<file path="src/rtl/fetch_prefetch_queue_pkg.sv">
// Shared definitions for the fetch stage: NOP default, width helpers and
// the output-register source selector.
package fetch_pkg;

    localparam int unsigned NOP_DEFAULT = 0;

    function automatic int unsigned count_w(input int unsigned depth);
        return $clog2(depth + 1);
    endfunction

    // Depth is a power of two >= 2, so pointers wrap naturally at this width.
    function automatic int unsigned ptr_w(input int unsigned depth);
        return $clog2(depth);
    endfunction

    typedef enum logic [1:0] {
        SRC_HOLD,
        SRC_HEAD,
        SRC_BYPASS,
        SRC_NOP
    } out_src_e;

endpackage

</file>
<file path="src/rtl/fetch_prefetch_queue_fifo.sv">
// Circular buffer for the prefetch queue: push/pop/clear with registered
// count and full flag.
module fetch_fifo
    import fetch_pkg::*;
#(
    parameter int unsigned DATA_W = 8,
    parameter int unsigned DEPTH  = 4,
    localparam int unsigned PW = ptr_w(DEPTH),
    localparam int unsigned CW = count_w(DEPTH)
) (
    input  logic              clk,
    input  logic              rst_n,
    input  logic              clear,
    input  logic              push,
    input  logic              pop,
    input  logic [DATA_W-1:0] wdata,
    output logic [DATA_W-1:0] rdata,
    output logic [CW-1:0]     count,
    output logic              full
);

    logic [DATA_W-1:0] mem_q [DEPTH];
    logic [DATA_W-1:0] mem_d [DEPTH];
    logic [PW-1:0]     head_q, head_d;
    logic [PW-1:0]     tail_q, tail_d;
    logic [CW-1:0]     count_q, count_d;
    logic              full_q, full_d;

    always_comb begin
        mem_d   = mem_q;
        head_d  = head_q;
        tail_d  = tail_q;
        count_d = count_q;
        if (clear) begin
            head_d  = '0;
            tail_d  = '0;
            count_d = '0;
        end else begin
            // When full, tail == head: the pop reads mem_q before the write lands.
            if (push) begin
                mem_d[tail_q] = wdata;
                tail_d        = tail_q + PW'(1);
            end
            if (pop) begin
                head_d = head_q + PW'(1);
            end
            count_d = count_q + CW'(push) - CW'(pop);
        end
        full_d = (count_d == CW'(DEPTH));
    end

    always_ff @(posedge clk or negedge rst_n) begin
        if (!rst_n) begin
            mem_q   <= '{default: '0};
            head_q  <= '0;
            tail_q  <= '0;
            count_q <= '0;
            full_q  <= 1'b0;
        end else begin
            mem_q   <= mem_d;
            head_q  <= head_d;
            tail_q  <= tail_d;
            count_q <= count_d;
            full_q  <= full_d;
        end
    end

    assign rdata = mem_q[head_q];
    assign count = count_q;
    assign full  = full_q;

endmodule

</file>
<file path="src/rtl/fetch_prefetch_queue.sv">
// Fetch stage with a DEPTH-entry prefetch queue: output register to stage 1,
// empty-queue bypass path and PC/RA increment controls.
module fetch_prefetch_queue
    import fetch_pkg::*;
#(
    parameter int unsigned     DATA_W    = 8,
    parameter int unsigned     DEPTH     = 4,
    parameter logic [DATA_W-1:0] NOP_VALUE = DATA_W'(NOP_DEFAULT)
) (
    input  logic                       ClockIn,
    input  logic                       ResetIn_n,
    input  logic                       BusRequest,
    input  logic [DATA_W-1:0]          MemData,
    input  logic                       FetchSuppress,
    input  logic                       Flush,
    input  logic                       PcraFlip,
    output logic [DATA_W-1:0]          PipeOut,
    output logic                       PipeValid,
    output logic                       IncPCRA0,
    output logic                       IncPCRA1,
    output logic [$clog2(DEPTH+1)-1:0] QueueCount,
    output logic                       QueueFull
);

    logic [DATA_W-1:0] head_data;
    logic              q_empty;
    logic              pop, accept, bypass;
    logic              fifo_push, fifo_pop;
    out_src_e          src;
    logic [DATA_W-1:0] pipe_out_q, pipe_out_d;
    logic              pipe_valid_q, pipe_valid_d;

    assign q_empty   = (QueueCount == '0);
    assign pop       = !FetchSuppress && !Flush;
    assign accept    = !BusRequest && !Flush && (!QueueFull || pop);
    assign bypass    = accept && pop && q_empty;
    assign fifo_push = accept && !bypass;
    assign fifo_pop  = pop && !q_empty;

    assign IncPCRA0 = accept && !PcraFlip;
    assign IncPCRA1 = accept && PcraFlip;

    fetch_fifo #(
        .DATA_W (DATA_W),
        .DEPTH  (DEPTH)
    ) u_fifo (
        .clk   (ClockIn),
        .rst_n (ResetIn_n),
        .clear (Flush),
        .push  (fifo_push),
        .pop   (fifo_pop),
        .wdata (MemData),
        .rdata (head_data),
        .count (QueueCount),
        .full  (QueueFull)
    );

    always_comb begin
        if (Flush)         src = SRC_NOP;
        else if (!pop)     src = SRC_HOLD;
        else if (!q_empty) src = SRC_HEAD;
        else if (bypass)   src = SRC_BYPASS;
        else               src = SRC_NOP;
    end

    always_comb begin
        pipe_out_d   = pipe_out_q;
        pipe_valid_d = pipe_valid_q;
        case (src)
            SRC_HEAD: begin
                pipe_out_d   = head_data;
                pipe_valid_d = 1'b1;
            end
            SRC_BYPASS: begin
                pipe_out_d   = MemData;
                pipe_valid_d = 1'b1;
            end
            SRC_NOP: begin
                pipe_out_d   = NOP_VALUE;
                pipe_valid_d = 1'b0;
            end
            default: ;
        endcase
    end

    always_ff @(posedge ClockIn or negedge ResetIn_n) begin
        if (!ResetIn_n) begin
            pipe_out_q   <= NOP_VALUE;
            pipe_valid_q <= 1'b0;
        end else begin
            pipe_out_q   <= pipe_out_d;
            pipe_valid_q <= pipe_valid_d;
        end
    end

    assign PipeOut   = pipe_out_q;
    assign PipeValid = pipe_valid_q;

endmodule

</file>
<file path="config.mk">
export PLATFORM = sky130hd
export DESIGN_NAME = fetch_prefetch_queue
export DESIGN_NICKNAME = d
export VERILOG_FILES = /design/src/rtl/fetch_prefetch_queue_pkg.sv /design/src/rtl/fetch_prefetch_queue_fifo.sv /design/src/rtl/fetch_prefetch_queue.sv
export SDC_FILE = /design/constraint.sdc
export NUM_CORES = 1
export LEC_CHECK = 0
export ABC_CLOCK_PERIOD_IN_PS = 5850
export BUFFER_PORTS_ARGS = -buffer_cell sky130_fd_sc_hd__buf_4
export CAP_MARGIN = 10
export CORE_MARGIN = 8
export CORE_UTILIZATION = 49
export CTS_BUF_LIST = sky130_fd_sc_hd__clkbuf_2
export DETAILED_ROUTE_END_ITERATION = 10
export PLACE_DENSITY = 0.72
export SLEW_MARGIN = 20
export SYNTH_ARGS = -nofsm -noshare
export SYNTH_HDL_FRONTEND = slang
export SYNTH_SLANG_ARGS = --single-unit
export TNS_END_PERCENT = 20
</file>
<file path="constraint.sdc">
create_clock -name ClockIn -period 5.85 [get_ports ClockIn]
set_input_delay 1.17 -clock ClockIn [delete_from_list [all_inputs] [get_ports ClockIn]]
set_output_delay 1.17 -clock ClockIn [all_outputs]
set_load 0.1 [all_outputs]
</file>
==> metrics, run 1 <==
period utilization 0.609; Setup Buffers After CTS 0; Via-to-Cell Ratio 5.80; synth top area cells dfrtp_1 (52%), mux2_2 (15%), mux4_2 (7.7%); Cells after Synth between 150 and 200; # setup viols final 0; DRT Pass-1 Iters 4; VDD IR max approximately 0.00032 V; Data required, critical path roughly 4.7 ns; n_diodes 0; number of global-route vias before repair 1524; core area roughly 0.0047 mm2; min cycle time layout 3.56 ns; Fin. Hold Viols 0; total CTS buffers 5; Clock Latency Late Sink 0.43 ns; number of max-cap violations 0; Hold Path Class reg2reg; Synth top area share 0.524; Net Sw Power approximately 520 uW; relative slew slack 0.451; Core Util, Final 0.565; Setup WS pre-CTS 2.28 ns; Critical Path End Type primary output; PD cells 455 mW/mm2; Routed WL around 4.6 mm; Warnings, synthesis 0; status completed; first-pass GRT wire length 7.61 mm; Int Power 677 uW; detailed placement HPWL 3.13 mm; Fin Clk Skew 0.0117 ns; number of flops mapped to enable cells by yosys 0; max frequency 0.281 GHz; Switching Share 0.436; Pleak 0.00122 uW; number of port buffers 28; chip width 85.1 um; Clock power frac 0.120; CP Launch Type primary input; antenna violations before repair 0; overall die height 85.1 um; CTS Buffer Depth 2; hold buffer count at CTS 0; grt total ovfl 0; final-stage net count 211; Avg Cell Area, Syn about 15 um2; fraction of power consumed by sequential logic 0.425; Antenna Nets Post-Route 0; ys flop type dfrtp_1; Final Max Tran Viols 0; Global Route Usage Sum 0.136; Die Footprint ~0.0072 mm2; Syn Nets roughly 180; Initial DRC Count 80; most frequent cells in the layout dfrtp_1 (49), mux2_2 (32), buf_4 (28), and2_1 (9), mux4_2 (8); post-cts sizing count 0; most common cell after layout, fill and taps aside dfrtp_1; TNS Setup 0 ns; register area share after synthesis 0.524; DR WL/cell around 19 um; Comb pwr share 0.454; DR DRC count 0; CTS root buf clkbuf_2; FF+latch count, synth 49; area leader, netlist dfrtp_1; Cell Rows 25; RePlAce Congestion between 0.7 and 0.8; critical path peak fanout 12; Yosys cell types 31; ys async rst share 1.00; CTS sink cnt 49; Crit Path Class in2out; CTS tree yes; maximum number of pins on one net before global-route repair 50; RSZ-0062 raised after global routing no; Worst-path clk slew 0.24 ns; total number of vias around 1400; CTS HTree Levels 2; share of cells above drive strength 1 0.471; Crit path arrival time 2.39 ns; Ports 29; initial core utilization 0.502; synthesized area 0.00234 mm2; worst slew pin tran 0.819 ns; Layout area overhead 12.6%; PnR worst setup slack about 2.3 ns
-- cell usage after synthesis (all sizes together), types with 2 or more instances --
| cell | instances |
|---|---|
| nand3 | 6 |
| mux4 | 8 |
| a21oi | 5 |
| clkbuf | 2 |
| nor4 | 2 |
| xnor2 | 2 |
| mux2 | 32 |
| nor2b | 3 |
| or4 | 2 |
| a221o | 8 |
| inv | 7 |
| buf | 3 |
| and2 | 9 |
| o21ai | 3 |
| dfrtp | 49 |
| ha | 6 |
| nor2 | 3 |
| nor3 | 3 |
-- cells by family after synthesis --
family	share of synthesized area
DFF	0.524
muxes	0.231
and+or+nand+nor	0.100
AOI/OAI and AO/OA	0.0738
buffers and inverters	0.0230
adders and majority gates	0.0406
xor gates and xnor gates	0.00748
-- critical path, stage by stage --
cell and delay [ns]:
buf_4 0.16, a211oi_4 0.55, and2_1 0.22, buf_4 0.29
-- cell type report --
type                            count  area (um2)
Sequential cell                    49        1230
Timing Repair Buffer               28         210
Fill cell                         388        2030
Tap cell                           54        67.6
Inverter                            7        26.3
Clock inverter                      2        13.8
Clock buffer                        6        30.0
Multi-Input combinational cell     99        1060
-- routing by layer --
layer / global-route usage / routed length, um / up-vias
met5: 0 / 0 / -
met4: 0.0437 / 70 / 0
met3: 0.0502 / 228 / 8
met2: 0.221 / 2340 / 28
met1: 0.162 / 1970 / 729
li1: - / - / 656
-- flip-flops by register name, indices dropped and copies added, names as in the netlist --
name / cells
PipeValid: 1
u_fifo.mem_q: 32
u_fifo.head_q: 2
PipeOut: 8
u_fifo.count: 3
u_fifo.tail_q: 2
u_fifo.full: 1
-- path summary, 6_finish.rpt --
path,slack (ns),end,depth (start not counted),start
max reg2reg,2.91,u_fifo.full,9,u_fifo.count[1]
min,0.53,u_fifo.mem_q[11],1,u_fifo.mem_q[11]
max in group asynchronous,4.73,PipeOut[3],1,ResetIn_n
min in group asynchronous,0.70,PipeOut[1],1,ResetIn_n
min reg2reg,0.53,u_fifo.mem_q[11],1,u_fifo.mem_q[11]
max,2.29,IncPCRA1,4,FetchSuppress
-- per-stage QoR --
stage          instance area (um2)  total power [uW]  instances  hold slack [ns]
2_1_floorplan                 2340               948        160            0.474
3_3_place_gp                  2590              1040        237            0.482
3_5_place_dp                  2590              1070        237            0.487
4_1_cts                       2640              1210        245            0.538
5_1_grt                       2640              1260        245            0.558
6_report                      2640              1200        245            0.532
-- power groups by stage --
stage,clock network (uW),logic (uW),registers [uW]
after floorplan,0,269,679
after global placement,0,531,512
after detailed placement,0,549,518
after CTS,150,549,512
after global routing,156,577,527
final,144,545,510
Note: power is estimated with default switching activity, not from simulation.
==> inputs of run 2 (changes only) <==
--- a/config.mk
+++ b/config.mk
@@ -5,7 +5,7 @@
 export SDC_FILE = /design/constraint.sdc
 export NUM_CORES = 1
 export LEC_CHECK = 0
-export ABC_CLOCK_PERIOD_IN_PS = 5850
+export ABC_CLOCK_PERIOD_IN_PS = 3500
 export BUFFER_PORTS_ARGS = -buffer_cell sky130_fd_sc_hd__buf_4
 export CAP_MARGIN = 10
 export CORE_MARGIN = 8
==> constraint.sdc (replaced) <==
create_clock -name ClockIn -period 3.5 [get_ports ClockIn]
set_input_delay 0.7 -clock ClockIn [delete_from_list [all_inputs] [get_ports ClockIn]]
set_output_delay 0.7 -clock ClockIn [all_outputs]
set_load 0.1 [all_outputs]
==> metrics, run 2 (synthesized netlist as in run 1, its figures left out) <==
RePlAce Congestion 0.759 (was 0.795); CTS tree yes (unchanged); Fin. Hold Viols 0 (unchanged); most common cell after layout, fill and taps aside dfrtp_1 (unchanged); antenna violations before repair 0 (unchanged); hold buffer count at CTS 0 (unchanged); Fin Clk Skew 0.0211 ns (was 0.0117 ns); Ports 29 (unchanged); share of cells above drive strength 1 0.471 (unchanged); DRT Pass-1 Iters 4 (unchanged); Worst-path clk slew 0.25 ns (was 0.24 ns); PnR worst setup slack 0.573 ns (was 2.29 ns); Clock Latency Late Sink 0.42 ns (was 0.43 ns); final-stage net count 211 (unchanged); Initial DRC Count 57 (was 80); Critical Path End Type flip-flop (was primary output); core area 0.00466 mm2 (unchanged); number of max-cap violations 0 (unchanged); overall die height 85.1 um (unchanged); VDD IR max 0.000495 V (was 0.000320 V); most frequent cells in the layout dfrtp_1 (49), mux2_2 (32), buf_4 (28), and2_1 (9), mux4_2 (8) (unchanged); Global Route Usage Sum 0.135 (was 0.136); Data required, critical path 3.84 ns (was 4.68 ns); total number of vias 1410 (was 1421); area of the multi-input gates 0.00106 mm2 (unchanged); Hold Path Class in2async (was reg2reg); Fill cells 383 (was 388); Cell Rows 25 (unchanged); worst slew pin tran 0.742 ns (was 0.819 ns); CTS HTree Levels 2 (unchanged); worst hold margin 0.238 ns (was 0.532 ns); delay-heaviest family, CP simple AND/OR/NAND/NOR gates (was compound AO/OA/AOI/OAI gates); FF+latch area 0.00123 mm2 (unchanged); slowest stage cell, crit path nor3_1 (was a211oi_4); Top reg by flops u_fifo.mem_q (unchanged); Setup Buffers After CTS 0 (unchanged); relative slew slack 0.502 (was 0.451); critical path peak fanout 9 (was 12); status completed (unchanged); CTS root buf clkbuf_2 (unchanged); first-pass GRT wire length 7.69 mm (was 7.61 mm); detailed placement HPWL 3.22 mm (was 3.13 mm); DR DRC count 0 (unchanged); CTS Buffer Depth 2 (unchanged); Core Util, Final 0.576 (was 0.565); TNS Setup 0 ns (unchanged); max reg flops 32 (unchanged); Crit Path Class reg2reg (was in2out); CP Launch Type flip-flop (was primary input); Pleak 0.00124 uW (was 0.00122 uW); CTS sink cnt 49 (unchanged); grt total ovfl 0 (unchanged); RSZ-0062 raised after global routing no (unchanged); PD cells 801 mW/mm2 (was 455 mW/mm2); Final Max Tran Viols 0 (unchanged); max frequency 0.342 GHz; Setup WS pre-CTS 0.488 ns (was 2.28 ns); maximum number of pins on one net before global-route repair 50 (unchanged); Antenna Nets Post-Route 0 (unchanged); post-cts sizing count 0 (unchanged); number of global-route vias before repair 1513 (was 1524); critical path cell sequence nor3_1 -> nor3_2 -> ha_1 -> inv_1 -> ha_1 -> fa_1 -> xnor2_1 -> xnor2_1 -> nor4_1 (was buf_4 -> a211oi_4 -> and2_1 -> buf_4); Via-to-Cell Ratio 5.76 (was 5.80); Reg-to-Reg Start u_fifo.count[1] (unchanged); min cycle time layout 2.93 ns; n_diodes 0 (unchanged); period utilization 0.836; chip width 85.1 um (unchanged); Routed WL 4.61 mm (about the same); Critical path origin u_fifo.count[1] (was FetchSuppress); Die Footprint 0.00725 mm2 (unchanged); CP bufs+invs 1 (was 2); crit-path max cell delay 0.55 ns (about the same); # setup viols final 0 (unchanged); DR WL/cell 18.8 um (about the same); Layout area overhead 14.7% (was 12.6%); total CTS buffers 5 (unchanged); Pwr Total 2150 uW (was 1200 uW); Crit path arrival time 3.26 ns (was 2.39 ns); initial core utilization 0.502 (unchanged); number of port buffers 28 (unchanged)
## run 2: changes by cell type in the layout (fill, tap and decap cells not counted)
cell	change
clkinv_2	-1
bufinv_16	+2
clkbuf_2	-1
## run 2: final timing paths
path | slack (ns) | cells after the start | end
max in group asynchronous | 2.83 | 1 | u_fifo.mem_q[19]
min in group ClockIn | 0.52 | 2 | u_fifo.mem_q[4]
min | 0.24 | 1 | u_fifo.mem_q[25]
min reg2reg | 0.54 | 1 | u_fifo.mem_q[19]
max reg2reg | 0.57 | 9 | u_fifo.full
max | 0.57 | 9 | u_fifo.full
## run 2: layout make-up
class	instances	area share
Sequential cell	49	0.457
Clock buffer	5	0.00932
Clock inverter	3	0.0256
Tap cell	54	0.0252
Multi-Input combinational cell	99	0.395
Inverter	7	0.00979
Timing Repair Buffer	28	0.0783
## run 2: power breakdown
group,switching [uW],leakage (uW),internal [uW]
clock,185,0.0000536,195
sequential,126,0.000648,732
combinational,568,0.000541,345
## run 2: through the flow
step                std cells  area, um2
global placement          237       2590
detailed placement        237       2590
floorplan                 160       2340
finish                    245       2690
global route              245       2690
CTS                       245       2690
## run 2: worst register-to-register path, delay by kind of cell (launching register included)
| kind | cells | cell delay [ns] |
|---|---|---|
| AND/OR/NAND/NOR | 3 | 1.03 |
| adder cells (fa/ha/maj) | 3 | 0.92 |
| buffers and inverters | 1 | 0.04 |
| XOR/XNOR | 2 | 0.35 |
| flip-flops | 1 | 0.50 |
## run 2: metal layers
layer  part of all wire  routed length, um  vias to the layer above  global-route usage
li1                   -                  -                      654                   -
met1               0.43               1970                      725               0.165
met2               0.52               2380                       26               0.227
met3              0.047                217                        5              0.0415
met4             0.0093                 43                        0              0.0340
met5                  0                  0                        -                   0
